==> src/rtl/alu_sel_pkg.sv <==
// alu_sel_pkg: shared definitions for the registered ALU result selector.
//   sel_state_t      : occupancy of the two-entry output buffer.
//   ZERO_BIT/ERR_BIT : payload flag positions for the default 8-bit result.
//   zero_bit/err_bit : the same positions for any result width. The payload
//                      is {err, zero, value[WIDTH-1:0]}.
package alu_sel_pkg;

  typedef enum logic [1:0] {
    EMPTY = 2'd0,
    ONE   = 2'd1,
    TWO   = 2'd2
  } sel_state_t;

  localparam int WIDTH_DEFAULT = 8;
  localparam int ZERO_BIT      = WIDTH_DEFAULT;
  localparam int ERR_BIT       = WIDTH_DEFAULT + 1;

  function automatic int zero_bit(input int width);
    return width;
  endfunction

  function automatic int err_bit(input int width);
    return width + 1;
  endfunction

endpackage

==> src/rtl/result_skid.sv <==
// result_skid: two-entry skid buffer on a valid/ready stream.
//   clk, rst     : clock, synchronous active-high reset
//   in_payload   : W-bit beat offered by the producer
//   in_valid     : producer has a beat
//   in_ready     : buffer can take a beat (registered decode only)
//   out_payload  : W-bit beat held in the main register M
//   out_valid    : M holds a beat
//   out_ready    : consumer takes the beat
//   state        : current buffer occupancy (debug)
//
// Handshake: a beat moves on a cycle where valid and ready are both high on
// that side. Once out_valid is high, out_payload stays fixed until a cycle
// with out_ready high. in_ready depends on the state register only, so there
// is no combinational path from out_ready to in_ready. The skid register S
// catches the beat accepted in the cycle the consumer stalls.
module result_skid
  import alu_sel_pkg::*;
#(
  parameter int W = 10
) (
  input  logic         clk,
  input  logic         rst,
  input  logic [W-1:0] in_payload,
  input  logic         in_valid,
  output logic         in_ready,
  output logic [W-1:0] out_payload,
  output logic         out_valid,
  input  logic         out_ready,
  output logic [1:0]   state
);

  sel_state_t   state_q;
  sel_state_t   state_d;
  logic [W-1:0] m_q;
  logic [W-1:0] s_q;
  logic         accept;
  logic         deliver;
  logic         load_m_in;
  logic         load_m_skid;
  logic         load_s;

  assign in_ready    = (state_q != TWO);
  assign out_valid   = (state_q != EMPTY);
  assign out_payload = m_q;
  assign state       = state_q;

  assign accept  = in_valid && in_ready;
  assign deliver = out_valid && out_ready;

  always_comb begin
    state_d     = state_q;
    load_m_in   = 1'b0;
    load_m_skid = 1'b0;
    load_s      = 1'b0;
    unique case (state_q)
      EMPTY: begin
        if (accept) begin
          load_m_in = 1'b1;
          state_d   = ONE;
        end
      end
      ONE: begin
        if (accept && !deliver) begin
          load_s  = 1'b1;
          state_d = TWO;
        end else if (!accept && deliver) begin
          state_d = EMPTY;
        end else if (accept && deliver) begin
          // M drains and refills on the same edge; occupancy unchanged.
          load_m_in = 1'b1;
        end
      end
      TWO: begin
        if (deliver) begin
          load_m_skid = 1'b1;
          state_d     = ONE;
        end
      end
      default: state_d = EMPTY;
    endcase
  end

  always_ff @(posedge clk) begin
    if (rst) begin
      state_q <= EMPTY;
      m_q     <= '0;
      s_q     <= '0;
    end else begin
      state_q <= state_d;
      if (load_m_in) begin
        m_q <= in_payload;
      end else if (load_m_skid) begin
        m_q <= s_q;
      end
      if (load_s) begin
        s_q <= in_payload;
      end
    end
  end

endmodule

==> src/rtl/alu_result_sel.sv <==
// alu_result_sel: selects one of NUM_IN results, tags it with zero and
// out-of-range flags, and presents it on a buffered valid/ready stream.
//   clk, rst   : clock, synchronous active-high reset
//   in_data    : NUM_IN results, input k at [k*WIDTH +: WIDTH]
//   sel        : input index
//   enable     : 0 forces the selected value to 0
//   in_valid   : request qualifier for in_data/sel/enable
//   in_ready   : request can be accepted
//   out_data   : registered result
//   out_zero   : out_data == 0
//   out_err    : request had sel >= NUM_IN
//   out_valid  : output beat valid
//   out_ready  : consumer accepts the beat
//   dbg_state  : buffer occupancy (EMPTY/ONE/TWO)
module alu_result_sel
  import alu_sel_pkg::*;
#(
  parameter int WIDTH  = 8,
  parameter int NUM_IN = 16,
  parameter int SEL_W  = $clog2(NUM_IN)
) (
  input  logic                    clk,
  input  logic                    rst,
  input  logic [NUM_IN*WIDTH-1:0] in_data,
  input  logic [SEL_W-1:0]        sel,
  input  logic                    enable,
  input  logic                    in_valid,
  output logic                    in_ready,
  output logic [WIDTH-1:0]        out_data,
  output logic                    out_zero,
  output logic                    out_err,
  output logic                    out_valid,
  input  logic                    out_ready,
  output logic [1:0]              dbg_state
);

  localparam int PW = WIDTH + 2;
  localparam int ZB = zero_bit(WIDTH);
  localparam int EB = err_bit(WIDTH);

  logic [31:0]      sel_ext;
  logic [WIDTH-1:0] value;
  logic             err;
  logic             zero;
  logic [PW-1:0]    payload;
  logic [PW-1:0]    out_payload;

  assign sel_ext = 32'(sel);

  // The range check only fires when NUM_IN is not a power of two; enable=0
  // suppresses both the value and the error.
  always_comb begin
    value = '0;
    err   = 1'b0;
    if (enable) begin
      if (sel_ext >= 32'(NUM_IN)) begin
        err = 1'b1;
      end else begin
        for (int k = 0; k < NUM_IN; k++) begin
          if (sel_ext == 32'(k)) begin
            value = in_data[k*WIDTH +: WIDTH];
          end
        end
      end
    end
  end

  assign zero = (value == '0);

  always_comb begin
    payload            = '0;
    payload[WIDTH-1:0] = value;
    payload[ZB]        = zero;
    payload[EB]        = err;
  end

  result_skid #(
    .W (PW)
  ) u_skid (
    .clk         (clk),
    .rst         (rst),
    .in_payload  (payload),
    .in_valid    (in_valid),
    .in_ready    (in_ready),
    .out_payload (out_payload),
    .out_valid   (out_valid),
    .out_ready   (out_ready),
    .state       (dbg_state)
  );

  assign out_data = out_payload[WIDTH-1:0];
  assign out_zero = out_payload[ZB];
  assign out_err  = out_payload[EB];

endmodule

==> config.mk <==
export PLATFORM = sky130hd
export DESIGN_NAME = alu_result_sel
export DESIGN_NICKNAME = d
export VERILOG_FILES = /design/src/rtl/alu_sel_pkg.sv /design/src/rtl/result_skid.sv /design/src/rtl/alu_result_sel.sv
export SDC_FILE = /design/constraint.sdc
export NUM_CORES = 1
export LEC_CHECK = 0
export CAP_MARGIN = 20
export CORE_AREA = 2 2 96 75
export CTS_CLUSTER_SIZE = 25
export DETAILED_ROUTE_END_ITERATION = 6
export DIE_AREA = 0 0 98 77
export PLACE_DENSITY_LB_ADDON = 0.15
export SYNTH_ARGS = -nofsm -noshare
export SYNTH_HDL_FRONTEND = slang
export SYNTH_SLANG_ARGS = --single-unit
==> constraint.sdc <==
create_clock -name clk -period 2.6 [get_ports clk]
set_input_delay 0.39 -clock clk [delete_from_list [all_inputs] [get_ports clk]]
set_output_delay 0.39 -clock clk [all_outputs]
set_load 0.01 [all_outputs]
# Yosys cells after proc, flatten, opt, wreduce, memory -nomap -nowiden
# Cells that the tools add are included.
# Widths: inputs -> output; s select.
# word_totals
regBits,22
word_cells,74
# op_classes
n_lt_le_gt_ge,1
n_eq_ne,21
muxes,36
reduce_logical,13
# ops
op,count
$mux 8,18
$eq 4x4->1 const B,8
$logic_not 32->1,1
$mux 10,2
$eq 4x3->1 const B,4
$mux 1,10
$eq 4x2->1 const B,2
$logic_not 8->1,1
$mux 2,4
$pmux 2 s3,1
$ge 4x5->1 const B,1
$logic_and 1x1->1,5
$eq 4x1->1 const B,1
$ne 2x1->1 const B,2
$reduce_bool 2->1,2
$ne 3x1->1 const B,1
$reduce_and 3->1,1
$eq 2x1->1 const B,1
$eq 2x2->1 const B,1
$logic_not 1->1,2
$logic_not 2->1,1
$ne 2x2->1 const B,1
$pmux 1 s2,1

# Longest topological paths before layout
# Gate-level depths: netlist of the first run.
# logic_depth
depth_word,21
depth_mapped,11
ltp_nobuf,7

# Hierarchy
# From an unflattened synthesis of the first run, not the netlist that was laid out.
# unflattened
cells_unflattened,314
hier_area_um2,2642.5
# by_module_without_submodules
module,instances,cells_per_inst,area_each_um2,seq_area_each_um2
alu_result_sel,1,194,1402.6,0.0
result_skid,1,120,1239.9,440.4

# Least setup slack after synthesis of the first run
# OpenSTA, ideal clock, no wires.
# synth_timing
path_type,input-to-reg
start,input port sel[0]
end,"register u_skid.m_q[8], in the netlist u_skid.out_payload[8]"
setup_ps,116
t_arrival_ps,1835
t_required_ps,2484
setup_slack_ps,650
path_stages,8
n_path_buf,2
path_cell_list,buf_6 -> buf_6 -> or3b_1 -> a21oi_1 -> o31ai_1 -> a31o_2 -> nor3b_2 -> a31o_1
# synth_via
elab_chain_cells,21
# synth_lines
item,line_no,rtl
from (decl),alu_result_sel.sv:25,"input logic [SEL_W-1:0] sel,"
$logic_not 32->1,alu_result_sel.sv:60,if (sel_ext == 32'(k)) begin
$mux 8 (16 in a row),alu_result_sel.sv:60,
$mux 8 (*),alu_result_sel.sv:56,if (sel_ext >= 32'(NUM_IN)) begin
$mux 8 (*),alu_result_sel.sv:55,if (enable) begin
$logic_not 8->1 (*),alu_result_sel.sv:68,assign zero = (value == '0);
$mux 10 (*),result_skid.sv:90,if (load_m_in) begin
to (signal assigned),result_skid.sv:91,m_q <= in_payload;
to (signal assigned),result_skid.sv:93,m_q <= s_q;
to (decl),result_skid.sv:34,logic [W-1:0] m_q;
# Every way passes the cells marked *; elsewhere a longest branch is shown, timed or not.
# A chain may end at the register's enable or synchronous reset.

# Worst setup path after layout of the first run
# layout_timing
start,input port sel[2]
end,register u_skid.s_q[8]
# layout_via
elab_chain_cells,20
# layout_lines
item,line_no,rtl
$logic_not 32->1,alu_result_sel.sv:60,
$mux 8 (16 in a row),alu_result_sel.sv:60,
$mux 8 (*),alu_result_sel.sv:56,
$mux 8 (*),alu_result_sel.sv:55,
$logic_not 8->1 (*),alu_result_sel.sv:68,
to (signal assigned),result_skid.sv:96,s_q <= in_payload;
to (decl),result_skid.sv:35,logic [W-1:0] s_q;
# Marks and branches as above.

==> results of run 1 <==
==> path summary, 6_finish.rpt <==
check,start,to,slack (ps),depth (start not counted)
setup / recovery,sel[2],u_skid.s_q[8],300,9
hold / removal,u_skid.s_q[1],u_skid.s_q[1],460,2
hold reg to reg,u_skid.s_q[1],u_skid.s_q[1],460,2
setup reg to reg,u_skid.state[1],u_skid.out_payload[7],930,5
==> per-stage QoR <==
stage | setup WS, ps | std cells | utilization, %
6_report | 301 | 554 | 61.7
5_1_grt | 229 | 554 | 61.7
4_1_cts | 341 | 554 | 61.7
3_5_place_dp | 69.1 | 551 | 61.1
3_3_place_gp | 53.0 | 551 | 61.1
2_1_floorplan | 650 | 325 | -
==> synthesized netlist by cell type, types with 3 or more instances <==
master | count | area [um^2]
o31ai_1 | 3 | 22.5
nand3_1 | 8 | 40.0
buf_4 | 5 | 37.5
nand2b_1 | 9 | 56.3
inv_1 | 6 | 22.5
a211o_1 | 4 | 35.0
a311oi_1 | 8 | 70.1
nand2_1 | 23 | 86.3
buf_6 | 8 | 90.1
nor3_1 | 8 | 40.0
mux2_2 | 8 | 90.1
nand3b_1 | 4 | 30.0
a21oi_1 | 35 | 175
mux4_2 | 3 | 67.6
o21ai_0 | 14 | 70.1
clkbuf_1 | 7 | 26.3
a22oi_1 | 7 | 52.6
a211oi_1 | 5 | 37.5
dfxtp_1 | 20 | 400
nor2_1 | 39 | 146
mux2i_1 | 26 | 260
o22ai_1 | 6 | 37.5
buf_2 | 10 | 50.1
nor2b_1 | 8 | 50.1
==> logic make-up after synthesis <==
group                  share of synthesized area (%)
AO/OA/AOI/OAI                                   32.7
AND/OR/NAND/NOR                                 23.4
multiplexers                                    17.8
buffers and inverters                           9.60
flip-flops                                      16.4
other                                          0.154
==> area by class of cell <==
type | count | area, um^2
well taps | 84 | 105
fillers | 605 | 2530
flip-flops and latches | 20 | 400
clock buffers | 3 | 41.3
inverters | 7 | 26.3
repair buffers | 173 | 1700
multi-input cells | 267 | 1800
==> sequential cells by signal, summed over array words and instances, names as in the netlist <==
register            flops
u_skid.out_payload      9
u_skid.state            2
u_skid.s_q              9
==> power groups by stage <==
stage / Sequential [mW] / Clock, mW / Combinational (mW)
after floorplan: 0.345 / 0 / 0.269
after CTS: 0.333 / 0.210 / 0.592
after global placement: 0.340 / 0 / 0.591
final: 0.333 / 0.203 / 0.594
after detailed placement: 0.340 / 0 / 0.590
after global routing: 0.335 / 0.224 / 0.638
==> worst reg2reg max path: stages, from the launching register on <==
cell,delay [ps]
dfxtp_1,400
nor2b_1,290
nand2_1,320
mux2_2,320
nor2_1,40
a211oi_1,220
==> routing by layer <==
metal  GRT usage, %  vias up  wire length, um
met5              0        -                0
met4           5.14        0              164
met3           4.28       13              699
met2           41.3      134             4440
met1           34.3     1394             4430
li1               -     1513                -
==> impl_metrics.yaml, run 1 <==
outcome:
  status: "finished clean"
synthesis:
  ys.flop_type: "dfxtp_1"
  netlist_area_um2: 2440
  synth-edff-count: 0
  yosysSeqAreaShare_pct: 16.4
  async_reset_ff_share_pct: 0
  synth-seq-cells: 20
  yosys.cell_types.count: 61
  syn-num-nets: 462
  postSynthAreaPerCell_um2: 7.50
  ys.warnings.count: 0
  synthCells: 325
setup_path:
  slowest_delay_ps: 500
  startpoint_type: "primary input"
  path_delay_family: "buffers and inverters"
  critical-path-slowest-cell: "clkdlybuf4s50_1"
  path_max_fanout: 26
  worstPathCellList: "clkdlybuf4s50_1 > buf_12 > nand2b_1 > buf_4 > o31ai_1 > a211o_1 > a21oi_2 > nor4_2 > a31o_1"
  crit_buf_inv: 3
  critPathKind: "in2reg"
  end_kind: "register"
  crit_required_ps: 2800
  arrival_ps: 2500
timing:
  period_share_pct: 88.4
  rsz0062_at_grt: "no"
  hold_slack_ps: 458
  fin_setup_tns_ps: 0
  slew_viol_final: 0
  skew_ps: 5.09
  min_period_ps: 2300
  setup_viol: 0
  finalHoldViolations: 0
  timing.fmax_mhz: 435
pwr:
  pwr-share-seq_pct: 29.5
  pwr-share-clk_pct: 18.0
  power_frac_comb_pct: 52.6
  p_sw_share_pct: 31.0
  ir_drop_v: 0.000208
  power_leakage_nw: 1.54
  power_density_nw_per_um2: 277
  p_sw_uw: 351
  p_int_uw: 779
  p_total_mw: 1.13
placed_design:
  placed_area_um2: 4030
  place_congestion: 0.953
  io_buffers: 149
  detailed_place_hpwl_mm: 7.97
floorplanning:
  die_y_um: 77
  die_area_um2: 7550
  core_area_um2: 6600
  start_util_pct: 36.9
  rows: 26
  die_w_um: 98
  ios: 151
finish:
  final_common_cell: "clkdlybuf4s50_1"
  drive_gt1_share_pct: 11.5
  antennaDiodeCount: 0
  layout.nets: 609
  final_cell_mix: "147 x clkdlybuf4s50_1, 39 x nor2_1, 35 x a21oi_1"
  areaGrowthSynthToFinish_pct: 67.2
  finalInstanceArea_um2: 4080
drt:
  ant_nets: 0
  via_per_inst: 5.51
  via_count: 3054
  wl_per_cell_um: 17.6
  drtIter0Drc: 184
  routed_wl_mm: 9.73
  drcViolationCount: 0
  dr.pass1.iters: 5
cts:
  clk_root_buffer_cell: "clkbuf_8"
  cts_buffer_depth: 2
  clkSlewWorstSetupHoldPaths_ps: 70
  cts_tree: "built"
  cts_hold_buffers: 0
  cts_buffers: 3
  post_cts_buffers: 0
  cts.htree.levels: 1
  worstSkewPairLatency_ps: 260
  numClockSinks: 20
  ctsResizeCount: 0
global_route:
  grt_max_degree: 35
  grt_overflow: 0
  grt_pass1_wl_mm: 15.2
  antenna_found_initial: 0
  grt_usage_pct: 25.0
  grt_pass1_vias: 2973
job:
  drv_cap: 0
hold_path:
  hp-class: "reg2reg"
No activity file was read; power rests on OpenSTA's default activity.
==> run 2, diff against run 1 <==
--- a/config.mk
+++ b/config.mk
@@ -6,5 +6,4 @@
 export NUM_CORES = 1
 export LEC_CHECK = 0
-export CAP_MARGIN = 20
 export CORE_AREA = 2 2 96 75
 export CTS_CLUSTER_SIZE = 25
==> constraint.sdc (replaced) <==
create_clock -name clk -period 2.6 [get_ports clk]
set_input_delay 0.78 -clock clk [delete_from_list [all_inputs] [get_ports clk]]
set_output_delay 0.78 -clock clk [all_outputs]
set_load 0.01 [all_outputs]
==> run 2 against run 1 <==
Effect of this change: hold slack barely moved; clock-buffer cell count unchanged; via count rose by 4.8%; combinational power rose by 11%; critical path type unchanged; largest cell class is now buffers; largest power group unchanged; highest routed layer unchanged.
==> impl_metrics.yaml, run 2 (synthesis gave the netlist of run 1 again) <==
finish:
  areaGrowthSynthToFinish_pct: 80.4
  fin_util_pct: 66.6
  final_cell_mix: "145 x clkdlybuf4s50_1, 42 x buf_4, 39 x nor2_1"
  antennaDiodeCount: 0
  multiInputGateArea_um2: 1850
  nFillCells: 569
  final_common_cell: "clkdlybuf4s50_1"
  layout.nets: 635
  drive_gt1_share_pct: 16.7
  layout.area.seq_um2: 400
setup_path:
  endpoint: "u_skid.out_payload[8]"
  critical-path-slowest-cell: "dlygate4sd2_1"
  path_max_fanout: 14
  worstPathCellList: "dlygate4sd2_1 > buf_12 > nand2b_1 > o32ai_2 > a31oi_1 > a211o_1 > a21oi_4 > nor4_4 > a31o_1"
  crit_buf_inv: 2
  startpoint_type: "primary input"
  cp.depth: 9
  r2r_cells: 6
  path_delay_family: "compound AO/OA/AOI/OAI gates"
  critPathKind: "in2reg"
  crit_required_ps: 2750
  reg2reg_from: "u_skid.state[1]"
  setup.worst_path.start: "sel[2]"
  rrSetupSlack_ps: 1070
  end_kind: "register"
  arrival_ps: 2660
  timing.rr.end: "u_skid.out_payload[0]"
  slowest_delay_ps: 300
timing:
  slew_viol_final: 0
  skew_ps: 2.33
  rsz0062_at_grt: "no"
  period_share_pct: 96.5
  timing.fmax_mhz: 398
  finalHoldViolations: 0
  setup_viol: 0
  min_period_ps: 2510
  setup_ws_ps: 90.0
pwr:
  pwr-share-clk_pct: 16.7
  p_sw_uw: 368
  ir_drop_v: 0.000246
  power_density_nw_per_um2: 270
  power_frac_comb_pct: 55.3
  pwr-share-seq_pct: 28.1
  p_int_uw: 821
  p_sw_share_pct: 31.0
  power_leakage_nw: 1.72
global_route:
  grt_pass1_vias: 3248
  antenna_found_initial: 0
  grt_usage_pct: 26.6
  grt_overflow: 0
  grt_pass1_wl_mm: 16.3
  grt_max_degree: 24
cts:
  cts_hold_buffers: 0
  cts_buffer_depth: 2
  cts_tree: "built"
  clk_root_buffer_cell: "clkbuf_8"
  clkSlewWorstSetupHoldPaths_ps: 70
  cts_buffers: 3
  numClockSinks: 20
  cts.htree.levels: 1
  worstSkewPairLatency_ps: 250
drt:
  dr.pass1.iters: 4
  via_per_inst: 5.52
  ant_nets: 0
  wl_per_cell_um: 17.7
  routed_wl_mm: 10.3
  via_count: 3200
  drtIter0Drc: 156
  drcViolationCount: 0
outcome:
  status: "finished clean"
floorplanning:
  die_y_um: 77
  start_util_pct: 36.9
  ios: 151
  core_area_um2: 6600
  die_w_um: 98
  die_area_um2: 7550
  rows: 26
job:
  drv_cap: 0
placed_design:
  detailed_place_hpwl_mm: 8.42
  io_buffers: 149
  pre_cts_ws_ps: -370
  place_congestion: 0.924
hold_path:
  hp-class: "reg2reg"
==> run 2: cell types whose count changed in the layout (fill, tap and decap cells not counted), sizes merged <==
cell,delta
buf,+25
bufbuf,+1
clkdlybuf4s50,-2
dlygate4sd2,+1
dlymetal6s2s,+1
==> run 2: worst min path at each step <==
| stage | start | to | slack, ps | cells past startpoint |
|---|---|---|---|---|
| CTS | u_skid.s_q[5] | u_skid.s_q[5] | 460 | 2 |
| finish | u_skid.s_q[5] | u_skid.s_q[5] | 460 | 2 |
| global route | u_skid.s_q[1] | u_skid.s_q[1] | 480 | 2 |
| global placement | u_skid.s_q[4] | u_skid.s_q[4] | 450 | 2 |
| floorplan | u_skid.s_q[1] | u_skid.s_q[1] | 440 | 2 |
| detailed placement | u_skid.s_q[5] | u_skid.s_q[5] | 450 | 2 |
==> run 2: final cells by class <==
class | count | area share [%]
multi-input combinational | 267 | 42.1
clock buffer | 3 | 0.939
tap | 84 | 2.39
inverter | 7 | 0.598
timing repair buffer | 199 | 44.8
sequential | 20 | 9.11
==> run 2: power by group through the flow <==
stage	registers [mW]	logic, mW	clock network (mW)
after floorplan	0.345	0.269	0
after global placement	0.340	0.630	0
after CTS	0.334	0.653	0.203
final	0.334	0.658	0.198
after detailed placement	0.340	0.632	0
after global routing	0.336	0.705	0.219
==> run 2: what timing repair did <==
action,in CTS,in global routing
hold endpoints to repair,0,0
cloned,1,0
pin swaps,3,0
endpoints found under the setup margin,5,5
buffers inserted,0,0
gates resized for setup,7,2
==> run 2: stage by stage <==
step | cell area [um^2] | power [mW] | setup TNS, ps | cells | hold slack (ps)
6_report | 4400 | 1.19 | 0 | 580 | 458
3_5_place_dp | 4270 | 0.973 | -3640 | 576 | 447
5_1_grt | 4400 | 1.26 | 0 | 580 | 482
2_1_floorplan | 2440 | 0.614 | 0 | 325 | 437
3_3_place_gp | 4270 | 0.970 | -2820 | 576 | 446
4_1_cts | 4390 | 1.19 | 0 | 580 | 458
==> run 2: metal layers <==
metal	vias to the layer above	global-route usage, %	wire, um
met5	-	0	0
met4	0	4.03	141
met3	14	3.92	717
met2	139	44.5	4670
met1	1483	37.1	4760
li1	1564	-	-
==> run 2: worst register-to-register path, stage by stage (launching register included) <==
cell and delay, ps:
dfxtp_1 400, nor2b_1 180, buf_4 190, nand2_1 160, mux2_2 270, nor2_1 30, a211oi_1 210
==> run 3, diff against run 2 <==
CORE_AREA = 2 2 108 84   (was 2 2 96 75)
DIE_AREA = 0 0 110 86   (was 0 0 98 77)
==> run 3 against run 2 <==
Effect of this change: wire length up 0.52%; core utilization down 14 points; sequential power about the same; hold slack about the same; worst setup slack worse by 4.1 ps; largest power group unchanged.
==> impl_metrics.yaml, run 3 (synthesis gave the netlist of run 1 again) <==
outcome:
  status: "finished clean"
drt:
  via_per_inst: 5.19
  drtIter0Drc: 140
  via_count: 3114
  wl_per_cell_um: 17.2
  ant_nets: 0
  dr.pass1.iters: 5
  drcViolationCount: 0
  routed_wl_mm: 10.3
global_route:
  antenna_found_initial: 0
  grt_max_degree: 30
  grt_overflow: 0
  grt_pass1_wl_mm: 15.8
  grt_usage_pct: 21.3
  grt_pass1_vias: 3102
cts:
  cts_buffer_depth: 2
  clkSlewWorstSetupHoldPaths_ps: 70
  cts_tree: "built"
  cts.htree.levels: 1
  numClockSinks: 20
  cts_hold_buffers: 0
  clk_root_buffer_cell: "clkbuf_8"
  post_cts_buffers: 0
  cts_buffers: 3
  worstSkewPairLatency_ps: 260
setup_path:
  crit_buf_inv: 3
  arrival_ps: 2720
  worstPathCellList: "clkdlybuf4s50_1 > buf_4 > buf_4 > a311oi_1 > a21oi_1 > o221a_4 > nor4_4 > a31o_1"
  path_delay_family: "compound AO/OA/AOI/OAI gates"
  slowest_delay_ps: 450
  path_max_fanout: 11
  reg2reg_from: "u_skid.state[1]"
  cpMostUsedCell: "buf_4"
  setup.worst_path.start: "sel[3]"
  crit_required_ps: 2800
  critical-path-slowest-cell: "clkdlybuf4s50_1"
  critPathKind: "in2reg"
  end_kind: "register"
  startpoint_type: "primary input"
floorplanning:
  start_util_pct: 29.3
  rows: 29
  die_y_um: 86
  die_area_um2: 9460
  die_w_um: 110
  core_area_um2: 8310
  ios: 151
timing:
  hold_slack_ps: 458
  rsz0062_at_grt: "no"
  setup_viol: 0
  period_share_pct: 96.7
  min_period_ps: 2510
  timing.fmax_mhz: 398
  slew_viol_final: 0
  finalHoldViolations: 0
  skew_ps: 2.82
pwr:
  pwr-share-clk_pct: 19.5
  p_sw_uw: 372
  ir_drop_v: 0.000185
  power_density_nw_per_um2: 279
  p_sw_share_pct: 30.6
  power_frac_comb_pct: 53.1
  p_int_uw: 846
  power_leakage_nw: 1.68
  pwr-share-seq_pct: 27.4
finish:
  final_common_cell: "clkdlybuf4s50_1"
  antennaDiodeCount: 0
  final_cell_mix: "146 x clkdlybuf4s50_1, 39 x nor2_1, 38 x buf_4"
  drive_gt1_share_pct: 16.7
  layout.nets: 630
  finalInstanceArea_um2: 4370
  areaGrowthSynthToFinish_pct: 79.4
hold_path:
  hp-class: "reg2reg"
  hold_start: "u_skid.s_q[4]"
placed_design:
  io_buffers: 149
  detailed_place_hpwl_mm: 8.26
  placed_area_um2: 4240
  place_congestion: 0.907
job:
  drv_cap: 0
-- run 3: changes by cell type in the layout (fill, tap and decap cells not counted), sizes merged --
cell | previous run | this run
buf | 51 | 46
clkinvlp | 0 | 1
clkbuf | 3 | 4
clkinv | 1 | 0
clkdlybuf4s50 | 145 | 146
dlymetal6s2s | 1 | 0
-- run 3: area by class of cell --
cell class	count	area, um^2
clock buffer	4	55.1
fill	783	3940
inverter	7	30.0
multi-input combinational	267	1840
sequential	20	400
tap	108	135
timing repair buffer	194	1910
-- run 3: per-layer routing --
metal	wire [um]	share of wire (%)	vias to the layer above	track usage, %
met2	4680	45	115	35.6
met4	108	1.0	0	3.80
met1	4920	48	1424	29.6
li1	-	-	1565	-
met5	0	0	-	0
met3	635	6.1	10	2.58
-- run 3: repair_timing --
action,4_1_cts,5_1_grt
setup endpoints to repair,3,4
pin swaps,1,1
resized for setup,8,4
gates cloned,1,0
-- run 3: stage by stage --
stage	std cells	TNS [ps]	power, mW	setup slack, ps	utilization [%]
6_report	600	0	1.22	85.9	52.6
2_1_floorplan	325	0	0.614	260	-
4_1_cts	600	0	1.22	82.6	52.5
3_3_place_gp	595	-3190	0.964	-306	51.0
3_5_place_dp	595	-3700	0.964	-350	51.0
5_1_grt	600	0	1.29	9.63	52.6
-- run 3: power groups by stage --
stage | clock, mW | sequential [mW] | combinational [mW]
finish | 0.237 | 0.334 | 0.647
global route | 0.261 | 0.337 | 0.692
CTS | 0.242 | 0.334 | 0.644
detailed placement | 0 | 0.341 | 0.623
global placement | 0 | 0.341 | 0.624
floorplan | 0 | 0.345 | 0.269
-- run 3: worst paths after layout --
path	to	slack, ps	cells past startpoint
worst max register to register	u_skid.out_payload[0]	920	6
worst min-delay path	u_skid.s_q[4]	460	2
worst max-delay path	u_skid.out_payload[8]	90	8
worst min register to register	u_skid.s_q[4]	460	2
-- run 3: worst reg2reg max path, stage by stage (launching register included) --
cell      delay (ps)
dfxtp_1          410
nor2b_1          190
buf_4            190
nand2_1          260
mux2_2           310
nor2_1            30
a211oi_1         200
